===== src/rtl/uart_tx_periph_if.sv =====
// Data-bus interface for the memory-mapped UART transmitter.
//   req_i    : request, already address-decoded for this block
//   gnt_o    : grant, the same cycle as the request
//   we_i     : write enable
//   be_i     : byte enables
//   addr_i   : byte address (only [3:2] is decoded)
//   wdata_i  : write data
//   rvalid_o : response valid, one cycle after every granted request
//   rdata_o  : registered read data
//   dbg_state: current TX FSM state (IDLE=0, START=1, DATA=2, STOP=3)
// Handshake: a request is taken in any cycle req_i is high, and gnt_o
// follows req_i combinationally. Every granted request, read or write,
// mapped or not, gets exactly one rvalid_o pulse in the following cycle.
// There is no back-pressure.
interface uart_tx_periph_if;
    logic        req_i;
    logic        gnt_o;
    logic        we_i;
    logic [3:0]  be_i;
    logic [31:0] addr_i;
    logic [31:0] wdata_i;
    logic        rvalid_o;
    logic [31:0] rdata_o;
    logic [1:0]  dbg_state;

    modport master (
        output req_i, we_i, be_i, addr_i, wdata_i,
        input  gnt_o, rvalid_o, rdata_o, dbg_state
    );

    modport slave (
        input  req_i, we_i, be_i, addr_i, wdata_i,
        output gnt_o, rvalid_o, rdata_o, dbg_state
    );
endinterface


===== src/rtl/uart_tx_periph.sv =====
// Memory-mapped 8N1 UART transmitter.
// Bus writes push bytes into a TX FIFO. A baud-timed FSM serialises the
// bytes onto tx_o, LSB first.
//   clk_i  : system clock
//   rst_ni : asynchronous active-low reset
//   bus    : data-bus slave port (see uart_tx_periph_if)
//   tx_o   : serial output, idle high
// Registers (word offsets):
//   0x0 TXDATA (W)  : push wdata[7:0] when be[0] is set
//   0x4 STATUS (R)  : {overflow, busy, empty, full}; writing bit3 with be[0] clears overflow
//   0x8 DIV    (RW) : cycles-per-bit minus 1, bits [15:0]
//   0xC reserved
module uart_tx_periph #(
    parameter int ClkFreq   = 50000000,
    parameter int BaudRate  = 115200,
    parameter int FifoDepth = 8
) (
    input  logic             clk_i,
    input  logic             rst_ni,
    uart_tx_periph_if.slave  bus,
    output logic             tx_o
);
    localparam int          AW        = $clog2(FifoDepth);
    localparam logic [15:0] DivReset  = 16'(ClkFreq / BaudRate - 1);
    localparam logic [AW:0] FullCount = (AW + 1)'(FifoDepth);

    typedef enum logic [1:0] {IDLE, START, DATA, STOP} state_e;

    // Bus decode
    logic [1:0] reg_sel;
    logic       wr_acc, push_req, clr_ovf, div_wr;
    assign reg_sel  = bus.addr_i[3:2];
    assign wr_acc   = bus.req_i & bus.we_i;
    assign push_req = wr_acc && (reg_sel == 2'd0) && bus.be_i[0];
    assign clr_ovf  = wr_acc && (reg_sel == 2'd1) && bus.be_i[0] && bus.wdata_i[3];
    assign div_wr   = wr_acc && (reg_sel == 2'd2);
    assign bus.gnt_o = bus.req_i;

    logic unused_bits;
    assign unused_bits = ^{bus.addr_i[31:4], bus.addr_i[1:0], bus.wdata_i[31:16], bus.be_i[3:2]};

    // FIFO
    logic [7:0]    fifo_mem [FifoDepth];
    logic [AW-1:0] wr_ptr_q, rd_ptr_q;
    logic [AW:0]   count_q;
    logic          full, empty, pop, push, ovf_set;
    logic          ovf_q;
    logic [15:0]   div_q;

    assign full  = (count_q == FullCount);
    assign empty = (count_q == '0);
    // The FSM pops in the same cycle, so a full FIFO still has room.
    assign push    = push_req && (!full || pop);
    assign ovf_set = push_req && full && !pop;

    // Storage needs no reset; the pointers define what is valid.
    always_ff @(posedge clk_i) begin
        if (push) fifo_mem[wr_ptr_q] <= bus.wdata_i[7:0];
    end

    always_ff @(posedge clk_i or negedge rst_ni) begin
        if (!rst_ni) begin
            wr_ptr_q <= '0;
            rd_ptr_q <= '0;
            count_q  <= '0;
            ovf_q    <= 1'b0;
            div_q    <= DivReset;
        end else begin
            if (push) wr_ptr_q <= wr_ptr_q + 1'b1;
            if (pop)  rd_ptr_q <= rd_ptr_q + 1'b1;
            case ({push, pop})
                2'b10:   count_q <= count_q + 1'b1;
                2'b01:   count_q <= count_q - 1'b1;
                default: ;
            endcase
            // A set in the same cycle as a clear wins.
            if (ovf_set)      ovf_q <= 1'b1;
            else if (clr_ovf) ovf_q <= 1'b0;
            if (div_wr && bus.be_i[0]) div_q[7:0]  <= bus.wdata_i[7:0];
            if (div_wr && bus.be_i[1]) div_q[15:8] <= bus.wdata_i[15:8];
        end
    end

    // TX FSM
    state_e      state_q, state_d;
    logic [15:0] cnt_q, cnt_d;      // cycles spent in the current bit
    logic [15:0] divl_q, divl_d;    // divisor latched for the frame in flight
    logic [2:0]  bit_q, bit_d;
    logic [7:0]  shift_q, shift_d;
    logic        tx_q, tx_d;
    logic        busy;

    assign busy = (state_q != IDLE) || !empty;

    always_ff @(posedge clk_i or negedge rst_ni) begin
        if (!rst_ni) begin
            state_q <= IDLE;
            cnt_q   <= '0;
            divl_q  <= DivReset;
            bit_q   <= '0;
            shift_q <= '0;
            tx_q    <= 1'b1;
        end else begin
            state_q <= state_d;
            cnt_q   <= cnt_d;
            divl_q  <= divl_d;
            bit_q   <= bit_d;
            shift_q <= shift_d;
            tx_q    <= tx_d;
        end
    end

    always_comb begin
        state_d = state_q;
        cnt_d   = cnt_q;
        divl_d  = divl_q;
        bit_d   = bit_q;
        shift_d = shift_q;
        tx_d    = tx_q;
        pop     = 1'b0;
        case (state_q)
            IDLE: begin
                tx_d = 1'b1;
                if (!empty) begin
                    pop     = 1'b1;
                    shift_d = fifo_mem[rd_ptr_q];
                    divl_d  = div_q;
                    cnt_d   = '0;
                    tx_d    = 1'b0;
                    state_d = START;
                end
            end
            START: begin
                if (cnt_q == divl_q) begin
                    cnt_d   = '0;
                    bit_d   = '0;
                    tx_d    = shift_q[0];
                    state_d = DATA;
                end else begin
                    cnt_d = cnt_q + 16'd1;
                end
            end
            DATA: begin
                if (cnt_q == divl_q) begin
                    cnt_d = '0;
                    if (bit_q == 3'd7) begin
                        tx_d    = 1'b1;
                        state_d = STOP;
                    end else begin
                        // Shift so the next bit to send is always shift_q[0].
                        bit_d   = bit_q + 3'd1;
                        shift_d = {1'b0, shift_q[7:1]};
                        tx_d    = shift_q[1];
                    end
                end else begin
                    cnt_d = cnt_q + 16'd1;
                end
            end
            STOP: begin
                if (cnt_q == divl_q) begin
                    cnt_d = '0;
                    if (!empty) begin
                        // Chain straight into the next frame without an idle bit.
                        pop     = 1'b1;
                        shift_d = fifo_mem[rd_ptr_q];
                        divl_d  = div_q;
                        tx_d    = 1'b0;
                        state_d = START;
                    end else begin
                        tx_d    = 1'b1;
                        state_d = IDLE;
                    end
                end else begin
                    cnt_d = cnt_q + 16'd1;
                end
            end
            default: state_d = IDLE;
        endcase
    end

    assign tx_o          = tx_q;
    assign bus.dbg_state = state_q;

    // Bus response
    logic [31:0] rdata_d, rdata_q;
    logic        rvalid_q;

    always_comb begin
        rdata_d = '0;
        if (bus.req_i && !bus.we_i) begin
            case (reg_sel)
                2'd1:    rdata_d = {28'd0, ovf_q, busy, empty, full};
                2'd2:    rdata_d = {16'd0, div_q};
                default: rdata_d = '0;
            endcase
        end
    end

    always_ff @(posedge clk_i or negedge rst_ni) begin
        if (!rst_ni) begin
            rvalid_q <= 1'b0;
            rdata_q  <= '0;
        end else begin
            rvalid_q <= bus.req_i;
            rdata_q  <= rdata_d;
        end
    end

    assign bus.rvalid_o = rvalid_q;
    assign bus.rdata_o  = rdata_q;
endmodule


===== src/flat_wrapper.sv =====
// flat-port wrapper written by rule: the top's interface ports become plain ports
module uart_tx_periph_flat 
#(
    parameter int ClkFreq   = 50000000,
    parameter int BaudRate  = 115200,
    parameter int FifoDepth = 8
)
  (clk_i, rst_ni, tx_o, bus_req_i, bus_we_i, bus_be_i, bus_addr_i, bus_wdata_i, bus_gnt_o, bus_rvalid_o, bus_rdata_o, bus_dbg_state);
  uart_tx_periph_if bus_i ();
  input  logic clk_i;
  input  logic rst_ni;
  output logic tx_o;
  input wire logic [$bits(bus_i.req_i)-1:0] bus_req_i;
  input wire logic [$bits(bus_i.we_i)-1:0] bus_we_i;
  input wire logic [$bits(bus_i.be_i)-1:0] bus_be_i;
  input wire logic [$bits(bus_i.addr_i)-1:0] bus_addr_i;
  input wire logic [$bits(bus_i.wdata_i)-1:0] bus_wdata_i;
  output wire logic [$bits(bus_i.gnt_o)-1:0] bus_gnt_o;
  output wire logic [$bits(bus_i.rvalid_o)-1:0] bus_rvalid_o;
  output wire logic [$bits(bus_i.rdata_o)-1:0] bus_rdata_o;
  output wire logic [$bits(bus_i.dbg_state)-1:0] bus_dbg_state;
  assign bus_i.req_i = bus_req_i;
  assign bus_i.we_i = bus_we_i;
  assign bus_i.be_i = bus_be_i;
  assign bus_i.addr_i = bus_addr_i;
  assign bus_i.wdata_i = bus_wdata_i;
  assign bus_gnt_o = bus_i.gnt_o;
  assign bus_rvalid_o = bus_i.rvalid_o;
  assign bus_rdata_o = bus_i.rdata_o;
  assign bus_dbg_state = bus_i.dbg_state;
  uart_tx_periph #(.ClkFreq(ClkFreq), .BaudRate(BaudRate), .FifoDepth(FifoDepth)) u_core (.clk_i(clk_i), .rst_ni(rst_ni), .bus(bus_i), .tx_o(tx_o));
endmodule

===== config.mk =====
export PLATFORM = sky130hd
export DESIGN_NAME = uart_tx_periph_flat
export DESIGN_NICKNAME = d
export VERILOG_FILES = /design/src/rtl/uart_tx_periph_if.sv /design/src/rtl/uart_tx_periph.sv /design/src/flat_wrapper.sv
export SDC_FILE = /design/constraint.sdc
export NUM_CORES = 1
export LEC_CHECK = 0
export CAP_MARGIN = 20
export CORE_MARGIN = 1.5
export CORE_UTILIZATION = 60
export CTS_BUF_LIST = sky130_fd_sc_hd__clkbuf_2 sky130_fd_sc_hd__clkbuf_4 sky130_fd_sc_hd__clkbuf_8
export DETAILED_ROUTE_END_ITERATION = 8
export PLACE_DENSITY = 0.88
export SYNTH_ARGS = -nofsm -noshare
export SYNTH_HDL_FRONTEND = slang
export SYNTH_SLANG_ARGS = --single-unit

===== constraint.sdc =====
create_clock -name clk_i -period 5.8 [get_ports clk_i]
set_clock_uncertainty 0.05 [all_clocks]
set_input_delay 0.58 -clock clk_i [delete_from_list [all_inputs] [get_ports clk_i]]
set_output_delay 0.58 -clock clk_i [all_outputs]
set_load 0.01 [all_outputs]

==> Word-level counts from Yosys, hierarchy flattened <==
Memory sizes are Yosys's and may differ from the RTL's.
Cells that the tools add are included.
{ "totals": {"register_bits": 106, "latch_bits": 0, "ramBits": 64, "romBits": 0, "in_bits": 72, "out_inout_bits": 37, "wordCells": 109, "n_memories": 1} }
{ "memory_table": {"columns": ["name", "depth", "word_bits", "rd", "rd_clocked_by_memory_dff", "wr", "line_no", "source"], "rows": [
  ["u_core.fifo_mem", 8, 8, 1, 0, 1, "uart_tx_periph.sv:43", "logic [7:0] fifo_mem [FifoDepth];"]
]} }
{ "op_classes": {"addsub": 6, "n_mul": 0, "div_mod_pow": 0, "order_cmp": 0, "eq_ne": 16, "shift": 0, "mux": 38, "n_bitwise": 1, "n_reduce_logical": 33} }
{ "op_table": {"columns": ["operator", "count"], "rows": [
  ["16-bit case mux with 2 select lines", 3],
  ["16-bit 2-to-1 mux", 4],
  ["32-bit 2-to-1 mux", 1],
  ["8-bit 2-to-1 mux", 4],
  ["8-bit case mux with 3 select lines", 1],
  ["16-bit by 1-bit adder with 16-bit output, second input constant", 1],
  ["16-bit equality test", 1],
  ["1-bit logical AND", 12],
  ["1-bit 2-to-1 mux", 12],
  ["2-bit 2-to-1 mux", 5],
  ["2-bit nonzero test", 5],
  ["3-bit by 1-bit adder with 3-bit output, second input constant", 3],
  ["3-bit 2-to-1 mux", 3],
  ["2-bit equality test, second input constant", 4],
  ["2-bit by 1-bit inequality test with 1-bit output, second input constant", 4],
  ["2-bit case mux with 4 select lines", 1],
  ["4-bit case mux with 2 select lines", 1],
  ["4-bit AND reduction", 2],
  ["2-bit by 1-bit equality test with 1-bit output, second input constant", 3],
  ["3-bit case mux with 2 select lines", 1],
  ["5-bit AND reduction", 1],
  ["4-bit by 1-bit adder with 4-bit output, second input constant", 1],
  ["4-bit equality test, second input constant", 1],
  ["1-bit zero test", 4],
  ["13 further kinds", 16]
]} }

==> Logic depth before layout (Yosys ltp) <==
Gate-level depths: netlist of the first run.
{ "depth": {"word_depth": 8, "ltp_mapped": 11, "ltp_nobuf": 11} }

==> Worst setup path after synthesis of the first run <==
No wires, ideal clock.
{ "synth_timing": {"path_kind": "reg-to-reg", "startpoint": "reg u_core.divl_q[8]", "endpoint": "mem u_core.fifo_mem[1][0], enable pin", "setup_ns": 0.383, "t_arrival_ns": 2.159, "required_time_ns": 5.367, "setup_slack_ns": 3.208, "stages_incl_launch_ff": 7, "path_buffers": 0, "synth_period_minus_slack_ns": 2.592, "path_cell_list": "dfstp_2 -> xnor2_1 -> nand4_1 -> nor4_2 -> a311o_1 -> nand3_1 -> nor3_1"} }
{ "synth_between": {"elab_chain_cells": 7} }
{ "synth_lines": {"columns": ["element", "line_no", "source"], "rows": [
  ["start, declared", "uart_tx_periph.sv:87", "logic [15:0] divl_q, divl_d;"],
  ["start signal, assigned", "uart_tx_periph.sv:99", "divl_q <= DivReset;"],
  ["start signal, assigned", "uart_tx_periph.sv:106", "divl_q <= divl_d;"],
  ["16-bit equality test", "uart_tx_periph.sv:160", "if (cnt_q == divl_q) begin"],
  ["1-bit 2-to-1 mux", "uart_tx_periph.sv:160", null],
  ["1-bit case mux with 2 select lines", "uart_tx_periph.sv:121", "case (state_q)"],
  ["1-bit logical OR", "uart_tx_periph.sv:53", "assign push = push_req && (!full || pop);"],
  ["1-bit logical AND", "uart_tx_periph.sv:53", null],
  ["1-bit 2-to-1 mux", "uart_tx_periph.sv:58", "if (push) fifo_mem[wr_ptr_q] <= bus.wdata_i[7:0];"],
  ["1-bit 2-to-1 mux (not written as such)", "uart_tx_periph.sv:58", null],
  ["end, declared", "uart_tx_periph.sv:43", null]
]} }
No other way between the ends.

==> Final worst setup path of the first run <==
Ends and elaborated chain as after synthesis.

==> results.json, run 1 <==
{
  "grt_overflow": 0,
  "dp.cells": 668,
  "tightest_slew_ns": 0.992,
  "die-area_um2": 11900,
  "area_growth_pct": 15.3,
  "n_fill_cell": 649,
  "worstPathArrival_ns": 3.47,
  "end_kind": "flop",
  "drv_slew": 0,
  "drt-initial-drc-count": 517,
  "synth-xor-area-share": 0.0363,
  "worst_ep_required_time_ns": 5.91,
  "period_needed_ns": 3.36,
  "antenna_found_initial": 0,
  "synthAdderAreaFrac": 0.0241,
  "route.vias.total": 4332,
  "ios": 109,
  "hold_path_class": "primary input to async pin",
  "power_density_nw_per_um2": 464,
  "hold_viol": 0,
  "setup_viol": 0,
  "critPathLaunchType": "flop",
  "synthMuxAreaShare": 0.126,
  "grt_pass1_vias": 4157,
  "final_cell_mix": "dfrtp_1, edfxtp_1, clkdlybuf4s50_1, nand2_1",
  "diodes": 0,
  "via_per_inst": 6.16,
  "max_freq_mhz": 298,
  "start_util": 0.620,
  "gp_congestion": 0.875,
  "path_max_fanout": 13,
  "cts_hold_buf": 0,
  "cts_tree": "yes",
  "io_buffers": 44,
  "drtPass1Iterations": 5,
  "clk_pin_slew_ns": 0.08,
  "insertion_delay_ns": 0.45,
  "h-tree-depth": 4,
  "dp_hpwl_mm": 8.77,
  "finalSetupTns_ns": 0,
  "utilization": 0.715,
  "drc": 0,
  "fin_ws_ns": 2.44,
  "cts_root_buf": "clkbuf_8",
  "cts_setup_buffers": 0,
  "clockBufferDepth": 2,
  "netlist_area_um2": 6750,
  "track_usage": 0.253,
  "leakage_nw": 3.05,
  "layout_worst_path_cycle_share": 0.579,
  "yosys_warnings": 0,
  "synth-compound-area-share": 0.0632,
  "synth_cell_type_count": 49,
  "cts_resized": 0,
  "reg2regPathDepth": 8,
  "synth_top_family_by_area": "multiplexers",
  "numCtsBuffers": 17,
  "rsz0062_at_grt": "no",
  "wl_per_cell_um": 19.6,
  "grt_max_degree": 91,
  "slew_headroom": 0.336,
  "core_um2": 10900,
  "instances_no_fill": 703,
  "fin_nets": 635,
  "ys_seq_elements": 154,
  "die_h_um": 109,
  "syn_inst": 496,
  "yosys.area_share.simple": 0.0949,
  "drive_gt1_frac": 0.192,
  "final_common_cell": "dfrtp_1",
  "ant_nets": 0,
  "ys_seq_area_frac": 0.620,
  "clock-sinks": 154,
  "ir_drop_uv": 296,
  "max_cap_viol_count": 0,
  "worstSetupPathType": "flop to flop",
  "place_ws_ns": 2.60,
  "routed_wl_mm": 13.8,
  "grt_pass1_wl_mm": 22.1,
  "outcome": "complete, no violations",
  "std_cell_rows": 38,
  "synth_area_per_cell_um2": 13.6,
  "die_w_um": 109
}
==> stage by stage <==
stage,hold WS [ns],instance area (µm²),power (mW)
floorplan,0.234,6810,2.37
global placement,0.415,7260,2.58
detailed placement,0.433,7260,2.66
CTS,0.315,7710,3.58
global route,0.0892,7780,3.79
finish,0.0593,7780,3.61
==> metal layers <==
metal / share of wire / GRT usage / vias up
met4: 0.027 / 0.0949 / 0
li1: - / - / 1887
met2: 0.48 / 0.401 / 256
met5: 0 / 0 / -
met3: 0.082 / 0.0418 / 38
met1: 0.41 / 0.356 / 2151
==> cell usage after synthesis, drive strengths merged <==
| library cell | count | share of area |
|---|---|---|
| o41ai | 1 | 0.0013 |
| dfstp | 11 | 0.043 |
| mux2i | 8 | 0.012 |
| ha | 13 | 0.024 |
| a311o | 2 | 0.0030 |
| mux2 | 36 | 0.061 |
| o21a | 1 | 0.0011 |
| and3b | 1 | 0.0013 |
| nand4 | 8 | 0.0074 |
| o31ai | 4 | 0.0044 |
| o22ai | 2 | 0.0019 |
| nand3 | 10 | 0.0074 |
| nor4 | 5 | 0.0056 |
| nand2 | 42 | 0.023 |
| nor3 | 7 | 0.0052 |
| conb | 1 | 0.00056 |
| mux4 | 16 | 0.053 |
| a311oi | 1 | 0.0013 |
| nand2b | 3 | 0.0028 |
| o21ai | 36 | 0.027 |
| nor3b | 1 | 0.0011 |
| a21o | 1 | 0.0011 |
| o211ai | 1 | 0.0011 |
| buf | 24 | 0.024 |
| and2 | 14 | 0.013 |
| or3 | 1 | 0.0017 |
| nor2b | 2 | 0.0019 |
| o32ai | 1 | 0.0013 |
| a21oi | 11 | 0.0082 |
| nand3b | 3 | 0.0033 |
| xor2 | 6 | 0.0078 |
| dfrtp | 79 | 0.29 |
| xnor2 | 22 | 0.029 |
| o221ai | 1 | 0.0013 |
| a22oi | 4 | 0.0044 |
| nor2 | 26 | 0.017 |
| edfxtp | 64 | 0.28 |
| inv | 10 | 0.0056 |
| a31oi | 1 | 0.00093 |
| and3 | 4 | 0.0037 |
| a22o | 4 | 0.0052 |
| clkbuf | 8 | 0.0044 |
==> layout make-up <==
| class | count | area (µm²) | share of cell area |
|---|---|---|---|
| flip-flops and latches | 154 | 4190 | 0.538 |
| clock inverters | 15 | 214 | 0.0275 |
| clock buffers | 17 | 234 | 0.0301 |
| repair buffers | 52 | 538 | 0.0691 |
| inverters | 10 | 37.5 | 0.00482 |
| multi-input cells | 315 | 2400 | 0.308 |
| well taps | 140 | 175 | 0.0225 |
==> power breakdown <==
group	switching (mW)	total, mW	internal, mW
registers	0.232	1.58	1.35
clock network	0.421	0.899	0.478
logic	0.559	1.14	0.576
==> flip-flops by register name (all words and copies together) (netlist names) <==
name / flops
u_core.bit_q: 3
u_core.bus.dbg_state: 2
u_core.bus.rdata_o: 16
u_core.bus.rvalid_o: 1
u_core.cnt_q: 16
u_core.count_q: 4
u_core.div_q: 16
u_core.divl_q: 16
u_core.fifo_mem: 64
u_core.ovf_q: 1
u_core.rd_ptr_q: 3
u_core.shift_q: 8
u_core.tx_o: 1
u_core.wr_ptr_q: 3
==> kinds of logic after synthesis <==
group,Yosys count
DFF,154
and+or+nand+nor,127
AOI/OAI and AO/OA,71
muxes,60
buffers and inverters,42
xor gates and xnor gates,28
adders and majority gates,13
other,1
==> final timing paths <==
kind	start	to	slack, ns
max	u_core.divl_q[8]$_DFFE_PN1P_	u_core.fifo_mem[1][0]$_DFFE_PP_	2.44
min	rst_ni	u_core.cnt_q[14]$_DFFE_PN0P_	0.06
max reg2reg	u_core.divl_q[8]$_DFFE_PN1P_	u_core.fifo_mem[1][0]$_DFFE_PP_	2.44
min reg2reg	u_core.shift_q[2]$_DFFE_PN0P_	u_core.shift_q[2]$_DFFE_PN0P_	0.44
max in group asynchronous	rst_ni	u_core.tx_o$_DFFE_PN1P_	4.97
min in group clk_i	u_core.shift_q[2]$_DFFE_PN0P_	u_core.shift_q[2]$_DFFE_PN0P_	0.44
==> worst max-delay path, stage by stage (launching register included) <==
cell and delay, ns:
dfstp_2 0.55, xnor2_1 0.12, nand4_1 0.25, nor4_2 0.36
buf_4 0.24, a311o_1 0.27, nand3_1 0.17, nor3_1 0.76
buf_4 0.29
No activity file was read; power rests on OpenSTA's default activity.
==> run 2: changes to the inputs <==
- CORE_UTILIZATION: 60 -> 55
- PLACE_DENSITY: 0.88 -> 0.82
- clock period: 5.8 -> 3.1 ns (I/O delays scaled with it)
==> run 2 against run 1 <==
Compared with the run above:
- sequential power grew 84%
- die area up 8.8%
- utilization decreased by 6.5 points
- wire length is 8.2% lower
- register-to-register slack worse by 2.0 ns
- sequential share of layout area fell by 0.16 points
- power grew 79%
- fmax up 25%
- final cell count increased by 2.6%
- global-route usage fell by 3.9 points
- clock-buffer cell count increased by 1
- critical endpoint is now u_core.fifo_mem[0][1]$_DFFE_PP_
- largest cell class unchanged
==> results.json, run 2 (same netlist as run 1, synthesis figures left out) <==
{
  "clock-sinks": 154,
  "ant_nets": 0,
  "worstSetupPathType": "flop to flop",
  "gp_congestion": 0.810,
  "grt_overflow": 0,
  "cts_resized": 0,
  "ir_drop_uv": 460,
  "start_util": 0.562,
  "largest_register": "u_core.fifo_mem",
  "die_w_um": 114,
  "period_needed_ns": 2.69,
  "fin_nets": 646,
  "clk_pin_slew_ns": 0.09,
  "die-area_um2": 12900,
  "area_growth_pct": 15.6,
  "numCtsBuffers": 17,
  "drc": 0,
  "path_max_fanout": 8,
  "cts_tree": "yes",
  "io_buffers": 44,
  "drive_gt1_frac": 0.204,
  "grt_pass1_vias": 3960,
  "drtPass1Iterations": 5,
  "layout_worst_path_cycle_share": 0.866,
  "hold_viol": 0,
  "grtUsageMet2": 0.331,
  "diodes": 0,
  "hold_path_class": "primary input to async pin",
  "leakage_nw": 3.07,
  "cts_root_buf": "clkbuf_8",
  "track_usage": 0.214,
  "drv_slew": 0,
  "h-tree-depth": 4,
  "slew_headroom": 0.386,
  "grt_max_degree": 91,
  "worstPathArrival_ns": 2.79,
  "final_cell_mix": "dfrtp_1, edfxtp_1, clkdlybuf4s50_1, nand2_1",
  "finalSetupTns_ns": 0,
  "top_usage_layer": "met2",
  "antenna_found_initial": 0,
  "end_kind": "flop",
  "power_density_nw_per_um2": 830,
  "utilization": 0.650,
  "rsz0062_at_grt": "no",
  "worst_ep_required_time_ns": 3.20,
  "grt_pass1_wl_mm": 21.0,
  "ios": 109,
  "routed_wl_mm": 12.6,
  "outcome": "complete, no violations",
  "critPathLaunchType": "flop",
  "wl_per_cell_um": 17.5,
  "via_per_inst": 5.69,
  "insertion_delay_ns": 0.45,
  "final_common_cell": "dfrtp_1",
  "power.total_mw": 6.48,
  "drt-initial-drc-count": 286,
  "setup_viol": 0,
  "std_cell_rows": 40,
  "die_h_um": 114,
  "max_freq_mhz": 372,
  "largest_register_ffs": 64,
  "tightest_slew_ns": 0.917,
  "max_cap_viol_count": 0,
  "dp_hpwl_mm": 8.72,
  "gr-usage-met3": 0.0329,
  "clockBufferDepth": 2,
  "met1_usage": 0.313,
  "route.vias.total": 4101,
  "core_um2": 12000
}
run 2: what timing repair did:
item | 4_1_cts | 5_1_grt
hold buffers | 0 | 1
setup buffers | 0 | 0
hold endpoints to repair | 0 | 13
run 2: report_power, final:
group	internal (mW)	leakage (nW)	switching (mW)
sequential	2.52	1.71	0.383
clock	0.745	0.197	0.779
combinational	1.06	1.17	0.996
total	4.32	3.07	2.16
run 2: area by class of cell:
class | count | area [µm²]
Tap cell | 147 | 184
Fill cell | 842 | 4210
Multi-Input combinational cell | 315 | 2390
Inverter | 10 | 37.5
Sequential cell | 154 | 4190
Clock inverter | 14 | 164
Clock buffer | 18 | 241
Timing Repair Buffer | 63 | 603
run 2: path summary, 6_finish.rpt:
path                            depth (start not counted)  slack [ns]                              end                     startpoint
worst max-delay path                                    7        0.41  u_core.fifo_mem[0][1]$_DFFE_PP_    u_core.cnt_q[6]$_DFFE_PN0P_
worst min-delay path                                    2        0.20    u_core.count_q[1]$_DFFE_PN0P_                         rst_ni
worst max register to register                          7        0.41  u_core.fifo_mem[0][1]$_DFFE_PP_    u_core.cnt_q[6]$_DFFE_PN0P_
worst min register to register                          2        0.44    u_core.shift_q[3]$_DFFE_PN0P_  u_core.shift_q[3]$_DFFE_PN0P_
max in group asynchronous                               3        2.15      u_core.div_q[8]$_DFFE_PN1P_                         rst_ni
min in group clk_i                                      2        0.41     u_core.div_q[10]$_DFFE_PN0P_                bus_wdata_i[10]
run 2: critical path, stage by stage, from the launching register on:
cell and delay, ns:
dfrtp_1 0.47, xnor2_1 0.19, nand4_1 0.17, nor4_2 0.51
a311o_1 0.35, nand3b_1 0.20, nor3_1 0.21, buf_4 0.22
run 2: routing by layer:
layer | share of wire | vias to the layer above
met1 | 0.45 | 2040
met2 | 0.49 | 139
met5 | 0 | -
li1 | - | 1909
met3 | 0.050 | 13
met4 | 0.013 | 0
run 2: stage by stage:
stage               setup slack (ns)  hold WS [ns]  instances  instance area (µm²)
floorplan                      0.508       -0.0356        511                 6810
global placement               0.369         0.414        687                 7360
detailed placement             0.186         0.424        687                 7360
CTS                            0.398        0.0369        719                 7770
global route                   0.230         0.203        721                 7810
finish                         0.415         0.195        721                 7810
